`config.mk`:
```
export PLATFORM = sky130hd
export DESIGN_NAME = shifter_left_seq
export DESIGN_NICKNAME = d
export VERILOG_FILES = /design/src/rtl/shifter_left_seq.sv
export SDC_FILE = /design/constraint.sdc
export NUM_CORES = 1
export LEC_CHECK = 0
export ABC_AREA = 1
export BUFFER_PORTS_ARGS = -buffer_cell sky130_fd_sc_hd__buf_2
export CAP_MARGIN = 20
export CORE_MARGIN = 3
export CORE_UTILIZATION = 58
export DETAILED_ROUTE_END_ITERATION = 6
export PLACE_DENSITY_LB_ADDON = 0.1
export REMOVE_ABC_BUFFERS = 1
export SLEW_MARGIN = 20
export SYNTH_ARGS = -nofsm -noshare
export SYNTH_HDL_FRONTEND = slang
export SYNTH_SLANG_ARGS = --single-unit
```
`constraint.sdc`:
```
create_clock -name clk -period 2.57 [get_ports clk]
set_input_delay 0.514 -clock clk [delete_from_list [all_inputs] [get_ports clk]]
set_output_delay 0.514 -clock clk [all_outputs]
set_load 0.05 [all_outputs]
```
`src/rtl/shifter_left_seq.sv`:
```
// Multi-cycle logical left shifter for SLL/SLLI.
// Resolves one barrel stage per clock, MSB stage first.
module shifter_left_seq #(
    parameter int WIDTH = 32,
    parameter int SHW   = 5
) (
    input  logic             clk,
    input  logic             rst,
    input  logic             start,
    input  logic [WIDTH-1:0] inA,
    input  logic [SHW-1:0]   inB,
    output logic             busy,
    output logic             done,
    output logic [WIDTH-1:0] out
);

    typedef enum logic {
        IDLE,
        SHIFT
    } state_t;

    localparam logic [SHW-1:0] STAGE_TOP = SHW'(SHW - 1);

    state_t           state, state_nxt;
    logic [WIDTH-1:0] acc, acc_nxt;
    logic [WIDTH-1:0] out_nxt;
    logic [WIDTH-1:0] shifted;
    logic [SHW-1:0]   amt, amt_nxt;
    logic [SHW-1:0]   stage, stage_nxt;
    logic             done_nxt;

    // One barrel stage: shift by 2^stage when that amount bit is set
    always_comb begin
        shifted = acc;
        if (amt[stage]) begin
            shifted = acc << (1 << stage);
        end
    end

    // Next-state and datapath updates
    always_comb begin
        state_nxt = state;
        acc_nxt   = acc;
        amt_nxt   = amt;
        stage_nxt = stage;
        out_nxt   = out;
        done_nxt  = 1'b0;
        unique case (state)
            IDLE: begin
                if (start) begin
                    acc_nxt   = inA;
                    amt_nxt   = inB;
                    stage_nxt = STAGE_TOP;
                    state_nxt = SHIFT;
                end
            end
            SHIFT: begin
                acc_nxt = shifted;
                if (stage != '0) begin
                    stage_nxt = stage - 1'b1;
                end else begin
                    out_nxt   = shifted;
                    done_nxt  = 1'b1;
                    state_nxt = IDLE;
                end
            end
            default: state_nxt = IDLE;
        endcase
    end

    // State and datapath registers with synchronous reset
    always_ff @(posedge clk) begin
        if (rst) begin
            state <= IDLE;
            acc   <= '0;
            amt   <= '0;
            stage <= STAGE_TOP;
            out   <= '0;
            done  <= 1'b0;
        end else begin
            state <= state_nxt;
            acc   <= acc_nxt;
            amt   <= amt_nxt;
            stage <= stage_nxt;
            out   <= out_nxt;
            done  <= done_nxt;
        end
    end

    // Busy decoded from the state register
    always_comb begin
        busy = (state == SHIFT);
    end

endmodule

```
==> out/metrics.yaml, run 1 <==
logic_synthesis:
  synth_top_area_cell: "dfxtp_1"
  synth-main-ff-cell: "dfxtp_1"
  synth.avg_cell_area_sq_um: 6.10
  synth_area_sq_mm: 0.00527
  synth-edff-count: 0
  synth_common_cells: "nand2_1 (207), nand3_1 (120), inv_1 (81), o21ai_0 (77), dfxtp_1 (76)"
  synth_async_sr_flop_share: 0
  netlist_instances: 863
  synth.most_common_cell: "nand2_1"
  ys_warn_count: 0
  synth_area_leaders: "dfxtp_1 (29%), nand2_1 (15%), nand3_1 (11%)"
  synth_top_area_frac: 0.289
  yosysSeqAreaShare: 0.289
  synth_cell_types: 30
  ys_ff_latch: 76
floorplanning:
  boundaryPins: 74
  initial_core_util: 0.601
  core_area_sq_mm: 0.00876
  die_w_um: 101
  dieArea_sq_mm: 0.0103
  num_rows: 34
  die-height_um: 101
hold_path:
  hold_depth: 3
  min_path_type: "in -> reg"
  min_to: "amt[1]$_SDFFE_PP0P_"
  hold_start: "inB[1]"
global_routing:
  grt_pass1_vias: 5674
  grt_pass1_wl_mm: 28.5
  grt_max_degree: 44
  antenna_found_initial: 0
  grt_usage: 0.350
  grt_overflow: 0
pwr:
  switchingPower_w: 0.00144
  internal_power_w: 0.00212
  p_clk_frac: 0.266
  power_frac_seq: 0.363
  combinationalPowerShare: 0.371
  p_total_w: 0.00356
  p_per_area_mw_per_mm2: 595
  vdd_ir_drop_max_uv: 420
  power_leakage_nw: 2.95
  switching_share: 0.405
detailed_routing:
  drc_errors: 0
  drtIter0Drc: 661
  via_count: 6249
  ant_nets: 0
  viasPerCell: 6.07
  firstDrtPassIters: 6
  wl_per_cell_um: 17.4
  wl_mm: 18.0
critical_path:
  r2r_slack_ns: 0.14
  crit_arrival_ns: 2.68
  r2r-end: "out[28]$_SDFFE_PP0P_"
  r2r-start: "stage[1]$_SDFFE_PP0P_"
  ff2ff_path_depth: 16
  crit_path_end_kind: "register"
  path_max_fanout: 18
  start_kind: "register"
  worstSetupPathType: "reg -> reg"
  worstPathRequired_ns: 2.83
timing:
  period_minus_slack_ns: 2.43
  finalSetupViolations: 0
  finalHoldViolCount: 0
  hold-worst-slack_ns: 0.404
  setup-tns-final_ns: 0
  post-route-period-util: 0.944
  max_freq_ghz: 0.412
  skew_ns: 0.0110
  slew_violations: 0
  worst_slew_pin_slew_ns: 0.924
  slew_headroom: 0.383
placed_design:
  io_buffer_count: 73
  gp_congestion: 0.968
  placed_cell_area_sq_mm: 0.00569
  dp_cells: 1010
  hpwl_mm: 12.9
finish:
  layout-drive-gt1-share: 0.156
  fin_nets: 961
  finalNonFillerCells: 1029
  final_cell_area_sq_mm: 0.00598
  diodes: 0
  num-fill-cells: 811
  syn2layout_area_growth_pct: 13.6
clocking:
  clk_path_buf_depth: 2
  cts_tree: "built"
  htree_levels: 3
  clk_pin_slew_ns: 0.08
  clock_latency_ns: 0.36
  numCtsBuffers: 9
  cts.sinks: 76
  cts_root_buf: "clkbuf_8"
run_status:
  status: "complete, no violations"
flow_run:
  max_cap_viol_count: 0
[stage by stage]
step | setup slack [ns] | utilization
6_report | 0.143 | 0.683
3_3_place_gp | -0.251 | 0.649
5_1_grt | -0.00520 | 0.683
3_5_place_dp | -0.403 | 0.649
2_1_floorplan | -0.580 | -
4_1_cts | 0.0168 | 0.672
[logic make-up after synthesis]
family / Yosys count / synth area share
compound gates: 162 / 0.169
xor+xnor: 2 / 0.00333
fa+ha+maj: 5 / 0.0119
buf+inv: 153 / 0.121
flops: 76 / 0.289
simple gates: 465 / 0.405
[power groups by stage]
stage | Sequential [W] | Combinational, W | Clock [W]
after floorplan | 0.00140 | 0.000752 | 0
after global placement | 0.00132 | 0.00123 | 0
after detailed placement | 0.00132 | 0.00124 | 0
after CTS | 0.00129 | 0.00125 | 0.000942
after global routing | 0.00130 | 0.00145 | 0.000996
final | 0.00129 | 0.00132 | 0.000945
[worst max-delay path by stage]
stage,startpoint,endpoint
floorplan,busy$_SDFF_PP0_,out[0]$_SDFFE_PP0P_
global placement,stage[0]$_SDFFE_PP0P_,acc[19]$_SDFFE_PP0P_
detailed placement,stage[0]$_SDFFE_PP0P_,acc[21]$_SDFFE_PP0P_
CTS,stage[1]$_SDFFE_PP0P_,acc[17]$_SDFFE_PP0P_
global route,stage[1]$_SDFFE_PP0P_,acc[17]$_SDFFE_PP0P_
finish,stage[1]$_SDFFE_PP0P_,out[28]$_SDFFE_PP0P_
[final cells by class]
type	count	area, sq um	area share
Multi-Input combinational cell	634	3130	0.523
Sequential cell	76	1530	0.256
Timing Repair Buffer	103	646	0.108
Inverter	92	354	0.0592
Tap cell	108	135	0.0226
Clock buffer	10	128	0.0213
Clock inverter	6	63.8	0.0107
[what timing repair did]
item | in CTS | in global routing
gates cloned | 0 | 1
hold endpoints to repair | 0 | 0
gates resized for setup | 3 | 14
buffers inserted | 0 | 2
hold buffers | 0 | 0
endpoints found under the setup margin | 22 | 56
[placed cells by master (no fill, tap or decap), types with 26 or more instances in the layout]
master | Yosys | layout
o21bai_1 | 26 | 26
inv_1 | 81 | 80
nor2_1 | 53 | 52
buf_2 | 21 | 73
nand3_1 | 120 | 119
a21oi_1 | 34 | 34
buf_4 | 6 | 26
nand2_1 | 207 | 207
dfxtp_1 | 76 | 74
o21ai_0 | 77 | 77
nand4_1 | 74 | 74
[metal layers]
metal / GRT usage / vias to the layer above / routed length [um]
met4: 0.133 / 0 / 556
met2: 0.555 / 335 / 8220
li1: - / 3005 / -
met1: 0.475 / 2852 / 7520
met3: 0.0606 / 57 / 1650
met5: 0 / - / 0
[critical path, cell delays in order, from the launching register on]
cell      delay (ns)
dfxtp_4         0.37
inv_1           0.14
ha_2            0.26
inv_2           0.07
nand2_1         0.05
nand2_1         0.05
nand2_1         0.10
nand2_4         0.11
buf_12          0.17
nand4_1         0.12
nand3_1         0.17
nand3_1         0.16
nand3_1         0.12
nand3_1         0.15
nand2_1         0.10
o21bai_1        0.13
inv_1           0.05
[flip-flops by register name (all words and copies together), names as in the netlist]
| name | flops |
|---|---|
| out | 32 |
| acc | 32 |
| done | 1 |
| busy | 1 |
| amt | 5 |
| stage | 5 |
(Power assumes the default switching activity.)
==> inputs of run 2 (changes only) <==
- CAP_MARGIN: 20 -> default
- clock period: 2.57 -> 2.25 ns (I/O delays scaled with it)
==> run 2 against run 1 <==
  * The run now ends with setup timing left
  * Global-route usage increased by 2.3 points
  * Sequential share of layout area down 3.6 points
  * Design area grew 16%
  * Sequential cell count did not move
  * First-iteration DRC count grew 36%
  * Sequential power grew 15%
  * Setup slack got worse by 0.18 ns
  * Non-clock buffer count rose by 34
  * Via count increased by 8.0%
  * Combinational power rose by 45%
  * Register-to-register slack worse by 0.18 ns
  * Largest cell class unchanged
==> out/metrics.yaml, run 2 (synthesis results as in run 1) <==
critical_path:
  path_max_fanout: 6
  r2r-start: "stage[1]$_SDFFE_PP0P_"
  crit_arrival_ns: 2.57
  worstPathCellList: "inv_4 > ha_4 > inv_2 > nand2_1 > nand2_2 > nand2_4 > nand2_8 > buf_12 > nand4_1 > or2_1 > or2_4 > nand2_4 > nand3_4 > nand2_2 > nand2_1 > a21oi_1"
  start_kind: "register"
  worstSetupPathType: "reg -> reg"
  crit_path_end_kind: "register"
  worstPathRequired_ns: 2.54
  r2r-end: "acc[17]$_SDFFE_PP0P_"
  ff2ff_path_depth: 16
  cp_slowest_cell: "dfxtp_2"
  r2r_slack_ns: -0.03
  max_stage_delay_ns: 0.36
detailed_routing:
  viasPerCell: 6.34
  drtIter0Drc: 899
  drc_errors: 0
  wl_per_cell_um: 19.0
  wl_mm: 20.2
  via_count: 6749
  firstDrtPassIters: 6
  ant_nets: 0
floorplanning:
  num_rows: 34
  die_w_um: 101
  die-height_um: 101
  core_area_sq_mm: 0.00876
  initial_core_util: 0.601
  dieArea_sq_mm: 0.0103
  boundaryPins: 74
hold_path:
  min_path_type: "in -> reg"
  hold_depth: 3
  min_to: "acc[4]$_SDFFE_PP0P_"
  hold_start: "inA[4]"
placed_design:
  gp_congestion: 1.06
  dp_cells: 1022
  placed_cell_area_sq_mm: 0.00588
  io_buffer_count: 73
  hpwl_mm: 13.2
flow_run:
  max_cap_viol_count: 0
timing:
  worst_slew_pin_slew_ns: 0.953
  finalSetupViolations: 5
  skew_ns: 0.0120
  hold-worst-slack_ns: 0.341
  finalHoldViolCount: 0
  slew_headroom: 0.364
  final.setup.worst_slack_ns: -0.0327
  post-route-period-util: 1.01
  rsz0062_at_grt: "yes"
  max_freq_ghz: 0.438
  slew_violations: 0
  period_minus_slack_ns: 2.28
global_routing:
  grt_pass1_wl_mm: 30.3
  grt_max_degree: 38
  grt_overflow: 0
  grt_usage: 0.373
  antenna_found_initial: 0
  grt_pass1_vias: 5855
pwr:
  p_clk_frac: 0.265
  switchingPower_w: 0.00185
  p_total_w: 0.00462
  vdd_ir_drop_max_uv: 462
  p_per_area_mw_per_mm2: 665
  internal_power_w: 0.00277
  combinationalPowerShare: 0.415
  power_frac_seq: 0.320
  switching_share: 0.400
  power_leakage_nw: 3.35
clocking:
  htree_levels: 3
  clock_latency_ns: 0.36
  cts_tree: "built"
  numCtsBuffers: 9
  clk_path_buf_depth: 2
  ctsHoldBuffers: 0
  cts.sinks: 76
  clk_pin_slew_ns: 0.09
  cts_root_buf: "clkbuf_8"
finish:
  final_cell_area_sq_mm: 0.00695
  diodes: 0
  layout-drive-gt1-share: 0.291
  largestRegisters: "acc: 32 flops, out: 32 flops"
  fin_nets: 996
  syn2layout_area_growth_pct: 31.9
  layout_commonest_cell: "nand2_1"
  final_cell_mix: "nand2_1 (183), inv_1 (78), nand4_1 (74), dfxtp_1 (74)"
  finalNonFillerCells: 1064
run_status:
  violations: "setup timing"
  status: "finished with violations"
-- run 2: cell types whose count changed in the layout (fill, tap and decap cells not counted), moves of 5 or more --
cell | previous run | this run
a21oi_2 | 0 | 10
buf_6 | 0 | 6
nand2_1 | 207 | 183
buf_12 | 3 | 12
nand3_2 | 1 | 42
nand3_4 | 1 | 6
o21ai_2 | 1 | 11
buf_4 | 26 | 42
nand3_1 | 119 | 73
o21ai_1 | 16 | 10
nand2_2 | 0 | 21
a21oi_1 | 34 | 24
-- run 2: routing by layer --
metal / GRT usage / vias to the layer above / share of wire
li1: - / 3085 / -
met1: 0.510 / 3091 / 0.40
met2: 0.594 / 486 / 0.45
met3: 0.0634 / 87 / 0.11
met4: 0.131 / 0 / 0.041
met5: 0 / - / 0
-- run 2: final cells by class --
| class | instances | area (sq um) |
|---|---|---|
| clock buffer | 11 | 141 |
| clock inverter | 5 | 83.8 |
| fill | 662 | 1820 |
| inverter | 92 | 368 |
| multi-input combinational | 634 | 3620 |
| sequential | 76 | 1530 |
| tap | 108 | 135 |
| timing repair buffer | 137 | 1070 |
| timing repair inverter | 1 | 6.26 |
-- run 2: through the flow --
| stage | setup TNS, ns | util | worst slack [ns] |
|---|---|---|---|
| floorplan | -40.30 | - | -0.900 |
| global placement | -1.08 | 0.671 | -0.126 |
| detailed placement | -2.73 | 0.671 | -0.205 |
| CTS | -0.0670 | 0.728 | -0.0515 |
| global route | -2.46 | 0.793 | -0.122 |
| finish | -0.0796 | 0.793 | -0.0327 |
-- run 2: worst max-delay path by stage --
stage / start / endpoint / slack, ns / cells past startpoint
2_1_floorplan: busy$_SDFF_PP0_ / out[0]$_SDFFE_PP0P_ / -0.90 / 5
3_3_place_gp: stage[0]$_SDFFE_PP0P_ / acc[17]$_SDFFE_PP0P_ / -0.13 / 16
3_5_place_dp: stage[0]$_SDFFE_PP0P_ / acc[19]$_SDFFE_PP0P_ / -0.20 / 12
4_1_cts: stage[0]$_SDFFE_PP0P_ / acc[17]$_SDFFE_PP0P_ / -0.05 / 15
5_1_grt: stage[0]$_SDFFE_PP0P_ / acc[27]$_SDFFE_PP0P_ / -0.12 / 15
6_report: stage[1]$_SDFFE_PP0P_ / acc[17]$_SDFFE_PP0P_ / -0.03 / 16
-- run 2: power groups by stage --
stage	Sequential (W)	Combinational, W	Clock [W]
5_1_grt	0.00149	0.00204	0.00129
2_1_floorplan	0.00160	0.000859	0
3_5_place_dp	0.00150	0.00148	0
3_3_place_gp	0.00150	0.00146	0
6_report	0.00148	0.00192	0.00122
4_1_cts	0.00148	0.00164	0.00123
-- run 2: what timing repair did --
item                       in CTS  in global routing
cloned                          3                  2
buffers inserted                4                 19
pin swaps                      19                 54
setup endpoints to repair      33                 56
hold endpoints to repair        0                  0
gates resized for setup        37                111
-- run 2: worst max-delay path, delay by kind of cell (launching register included) --
family | cells | cell delay, ns
compound gates | 1 | 0.12
fa+ha+maj | 1 | 0.15
buf+inv | 3 | 0.29
flops | 1 | 0.36
simple gates | 11 | 1.28
